`src/rtl/instr_fetch.sv`:
```
// instr_fetch
//   Instruction fetch stage with a single-entry output slot toward decode.
//   A PC register addresses a combinational instruction ROM. Each accepted
//   slot is refilled from the ROM and the PC advances by 4. A redirect
//   flushes the slot and reloads the PC. A misaligned redirect target locks
//   the unit into ERROR until reset.
//
// Ports
//   clk_in             single clock, rising edge
//   rst_in             synchronous active-high reset
//   rom_addr_out       byte address presented to the ROM (always pc_q)
//   rom_data_in        ROM read data for rom_addr_out, same cycle
//   redirect_valid_in  one-cycle branch/jump redirect request
//   redirect_pc_in     redirect target byte address
//   instr_out          instruction word held in the output slot
//   pc_out             byte address of instr_out
//   instr_valid_out    output slot holds a valid instruction
//   instr_ready_in     decode accepts the slot this cycle
//   misalign_err_out   sticky flag set by a misaligned redirect target
//   fetch_count_out    number of completed decode handshakes (wraps)

module instr_fetch #(
  parameter int                    ADDR_WIDTH = 24,
  parameter logic [ADDR_WIDTH-1:0] RESET_PC   = '0
) (
  input  logic                  clk_in,
  input  logic                  rst_in,
  output logic [ADDR_WIDTH-1:0] rom_addr_out,
  input  logic [31:0]           rom_data_in,
  input  logic                  redirect_valid_in,
  input  logic [ADDR_WIDTH-1:0] redirect_pc_in,
  output logic [31:0]           instr_out,
  output logic [ADDR_WIDTH-1:0] pc_out,
  output logic                  instr_valid_out,
  input  logic                  instr_ready_in,
  output logic                  misalign_err_out,
  output logic [31:0]           fetch_count_out
);

  typedef enum logic [1:0] {
    START,
    FETCH,
    ERROR
  } state_t;

  state_t state_q;
  state_t state_d;

  logic [ADDR_WIDTH-1:0] pc_q;
  logic [ADDR_WIDTH-1:0] pcout_q;
  logic [31:0]           instr_q;
  logic                  valid_q;
  logic                  err_q;
  logic [31:0]           count_q;

  logic transfer;
  logic redirect_ok;
  logic redirect_bad;
  logic do_load;

  // State register: reset always returns the unit to START.
  always_ff @(posedge clk_in) begin
    if (rst_in) begin
      state_q <= START;
    end else begin
      state_q <= state_d;
    end
  end

  // Next-state logic: START lasts exactly one cycle. A misaligned redirect
  // in START or FETCH enters ERROR, which only reset can leave.
  always_comb begin
    state_d = state_q;
    case (state_q)
      START:   state_d = redirect_bad ? ERROR : FETCH;
      FETCH:   state_d = redirect_bad ? ERROR : FETCH;
      ERROR:   state_d = ERROR;
      default: state_d = START;
    endcase
  end

  // Control decode. A redirect has priority over a load. A handshake that
  // coincides with a redirect still counts as a transfer. Redirects are
  // ignored in ERROR.
  always_comb begin
    transfer     = valid_q && instr_ready_in;
    redirect_ok  = 1'b0;
    redirect_bad = 1'b0;
    if (redirect_valid_in && (state_q != ERROR)) begin
      if (redirect_pc_in[1:0] == 2'b00) begin
        redirect_ok = 1'b1;
      end else begin
        redirect_bad = 1'b1;
      end
    end
    do_load = (state_q == FETCH) && !redirect_valid_in &&
              (!valid_q || instr_ready_in);
  end

  // Datapath. The PC, output slot, error flag and handshake counter are
  // updated here. During a stall nothing matches, so the slot and PC hold.
  always_ff @(posedge clk_in) begin
    if (rst_in) begin
      pc_q    <= RESET_PC;
      pcout_q <= '0;
      instr_q <= 32'h0;
      valid_q <= 1'b0;
      err_q   <= 1'b0;
      count_q <= 32'h0;
    end else begin
      if (transfer) begin
        count_q <= count_q + 32'd1;
      end
      if (redirect_bad) begin
        valid_q <= 1'b0;
        err_q   <= 1'b1;
      end else if (redirect_ok) begin
        pc_q    <= redirect_pc_in;
        valid_q <= 1'b0;
      end else if (do_load) begin
        instr_q <= rom_data_in;
        pcout_q <= pc_q;
        valid_q <= 1'b1;
        pc_q    <= pc_q + ADDR_WIDTH'(4);
      end else if (transfer) begin
        valid_q <= 1'b0;
      end
    end
  end

  assign rom_addr_out     = pc_q;
  assign instr_out        = instr_q;
  assign pc_out           = pcout_q;
  assign instr_valid_out  = valid_q;
  assign misalign_err_out = err_q;
  assign fetch_count_out  = count_q;

endmodule

```
`config.mk`:
```
export PLATFORM = sky130hd
export DESIGN_NAME = instr_fetch
export DESIGN_NICKNAME = d
export VERILOG_FILES = /design/src/rtl/instr_fetch.sv
export SDC_FILE = /design/constraint.sdc
export NUM_CORES = 1
export LEC_CHECK = 0
export ABC_AREA = 1
export BUFFER_PORTS_ARGS = -buffer_cell sky130_fd_sc_hd__buf_4
export CAP_MARGIN = 40
export CORE_MARGIN = 10
export CORE_UTILIZATION = 50
export DETAILED_ROUTE_END_ITERATION = 8
export PLACE_DENSITY_LB_ADDON = 0.15
export SYNTH_ARGS = -nofsm -noshare
export SYNTH_HDL_FRONTEND = slang
export SYNTH_SLANG_ARGS = --single-unit
```
`constraint.sdc`:
```
create_clock -name clk_in -period 1.75 [get_ports clk_in]
set_clock_uncertainty 0.1 [all_clocks]
set_input_delay 0.2625 -clock clk_in [delete_from_list [all_inputs] [get_ports clk_in]]
set_output_delay 0.2625 -clock clk_in [all_outputs]
set_load 0.01 [all_outputs]
```
==> results.py <==
metrics = {
    "outcome": {
        "outcome": "finished clean",
    },
    "clock_tree": {
        "clockBufferDepth": 2,
        "numCtsBuffers": 17,
        "clk_pin_slew_ns": 0.06,
        "clockRootBuffer": "clkbuf_8",
        "htree_num_levels": 4,
        "clock_latency_ns": 0.51,
        "clkSinkCount": 116,
        "cts_tree": "built",
    },
    "synth": {
        "synth_edf_count": 0,
        "yosysSeqAreaShare_pct": 43.6,
        "syn_inst": 777,
        "avgSynthCellArea_sq_um": 6.86,
        "yosysMostFrequentCell": "nand2_1",
        "synthFlopType": "dfxtp_1",
        "yosys-top-cells-area": "dfxtp_1 (44%), nand2_1 (12%), nor2_1 (12%), o21ai_0 (6.6%), a21oi_1 (4.8%)",
        "ys_types": 34,
        "netlist_area_sq_um": 5330,
        "synth_top_area_share_pct": 43.6,
        "async_reset_ff_share_pct": 0,
        "synthesis.nets": 839,
        "yosysTopAreaCell": "dfxtp_1",
        "synthTopCellsByCount": "nand2_1 (176), nor2_1 (166), dfxtp_1 (116), o21ai_0 (70), inv_1 (58)",
        "synth_warnings": 0,
        "synth_seq_cells": 116,
    },
    "setup_path": {
        "worstPathMaxFanout": 5,
        "worstPathRequired_ns": 2.10,
        "critPathTopFamily": "simple AND/OR/NAND/NOR gates",
        "max_stage_delay_ns": 0.33,
        "reg2reg_from": "fetch_count_out[1]",
        "crit_start": "fetch_count_out[1]",
        "cp.buffers_inverters": 1,
        "crit_type": "reg -> reg",
        "startpoint_type": "flop",
        "cp_slowest_cell": "dfxtp_2",
        "critPathCaptureType": "flop",
        "arrival_ns": 1.98,
        "crit_chain": "ha_2 -> inv_2 -> nor2_8 -> nand2_4 -> nor2_4 -> nand3_4 -> nor2_4 -> nand2_2 -> nand2_1 -> nand2_1 -> nor2_1",
    },
    "die": {
        "rows": 37,
        "die_h_microns": 123,
        "dieArea_sq_um": 15200,
        "core_area_sq_um": 10400,
        "die_w_microns": 123,
        "io_pins": 174,
        "start_util_pct": 51.4,
    },
    "finish": {
        "area_growth_syn_to_layout_pct": 49.7,
        "layout-drive-gt1-share_pct": 26.7,
        "diodes": 0,
        "nNetsFinal": 1073,
    },
    "timing": {
        "final-setup-viol-count": 0,
        "whs_ns": 0.0169,
        "slew_headroom_pct": 79.8,
        "max_freq_mhz": 611,
        "hold_viol": 0,
        "finalCritPeriodShare_pct": 93.5,
        "slew_viol_final": 0,
        "tightest_slew_ns": 0.303,
        "min_period_ns": 1.64,
    },
    "pwr": {
        "p_leak_nw": 3.53,
        "power_density_nw_per_um2": 874,
        "p_total_mw": 6.97,
        "ir_drop_mv": 0.566,
    },
    "placement": {
        "dp_hpwl_microns": 12500,
        "gp_congestion": 0.930,
        "io_buffers": 173,
    },
    "global_route": {
        "grt_pass1_vias": 5762,
        "grt_max_degree": 67,
        "grt_pass1_wl_microns": 28100,
        "antenna_found_initial": 0,
        "grt-ovfl-total": 0,
        "grt_use_total_pct": 22.6,
    },
    "route": {
        "initialDrtViolationCount": 420,
        "post-route-drc-count": 0,
        "via_per_inst": 5.15,
        "ant_nets": 0,
        "finalWirelength_microns": 18000,
        "wl_per_cell_microns": 15.5,
        "vias": 5971,
        "first_pass_iters": 5,
    },
    "worst_hold_path": {
        "hold_path.class": "in -> reg",
        "hp-start": "redirect_pc_in[19]",
    },
    "flow_run": {
        "maxCapViolations": 0,
    },
}
==> sequential cells by signal, summed over array words and instances, names as in the netlist <==
signal,count
rom_addr_out,24
misalign_err_out,1
pc_out,24
instr_out,32
fetch_count_out,32
state_q,2
instr_valid_out,1
==> metal layers <==
layer | GRT usage [%] | part of all wire, % | routed length [microns]
met1 | 27.2 | 42 | 7520
met5 | 0 | 0 | 0
met4 | 5.46 | 1.3 | 235
met2 | 38.6 | 48 | 8580
met3 | 7.06 | 9.1 | 1630
==> placed cells by master (no fill, tap or decap), types with 4 or more instances in the layout <==
cell type / n
a21oi_1: 51
buf_4: 195
clkbuf_16: 16
clkinvlp_4: 6
dfxtp_1: 108
dfxtp_2: 8
dlygate4sd3_1: 48
inv_1: 56
inv_2: 4
inv_6: 4
nand2_1: 173
nand2_2: 5
nand3_1: 37
nand3_2: 4
nand4_1: 5
nor2_1: 163
nor2_2: 6
nor2_4: 5
nor3_1: 8
o21ai_0: 70
xnor2_1: 5
xor2_1: 10
==> what timing repair did <==
item,CTS,global route
setup buffers,0,4
hold endpoints to repair,59,0
endpoints found under the setup margin,0,21
hold buffers,48,0
gates resized for setup,0,22
==> cells by family (layout without fill, tap and decap cells) <==
logic type / after synthesis / in the layout / synth area share, %
buffers and inverters: 92 / 339 / 6.76
xor gates and xnor gates: 15 / 15 / 2.46
adders and majority gates: 2 / 2 / 0.469
AOI/OAI and AO/OA: 133 / 133 / 13.0
DFF: 116 / 116 / 43.6
and+or+nand+nor: 419 / 419 / 33.8
==> layout make-up <==
class	instances	area [sq um]
Multi-Input combinational cell	569	2690
Fill cell	774	2390
Sequential cell	116	2330
Timing Repair Buffer	245	1980
Clock buffer	19	442
Inverter	61	233
Tap cell	136	170
Clock inverter	13	123
Timing Repair inverter	1	7.51
==> report_power, final <==
| part | total, mW | switching [mW] | internal [mW] |
|---|---|---|---|
| Combinational | 0.858 | 0.431 | 0.427 |
| Clock | 3.27 | 1.30 | 1.97 |
| Sequential | 2.85 | 0.0820 | 2.76 |
==> through the flow <==
step,cells,TNS [ns],utilization [%],worst slack (ns),area [sq um]
after floorplan,777,0,-,0.0800,5330
after global placement,1075,0,66.0,0.0990,6850
after detailed placement,1075,0,66.0,0.0351,6850
after CTS,1155,0,76.1,0.0000957,7890
after global routing,1160,-0.0711,77.0,-0.0346,7980
final,1160,0,77.0,0.114,7980
==> worst min-delay path, delay by kind of cell <==
kind                   cells  cell delay [ns]
AND/OR/NAND/NOR            3             0.14
AO/OA/AOI/OAI              1             0.11
buffers and inverters      1             0.08
==> worst paths after layout <==
| path | end | slack [ns] | depth (start not counted) |
|---|---|---|---|
| worst min-delay path | rom_addr_out[19] | 0.02 | 5 |
| worst max register to register | fetch_count_out[22] | 0.11 | 11 |
| worst min register to register | misalign_err_out | 0.37 | 1 |
| worst max-delay path | fetch_count_out[22] | 0.11 | 11 |
Note: power is estimated with default switching activity, not from simulation.
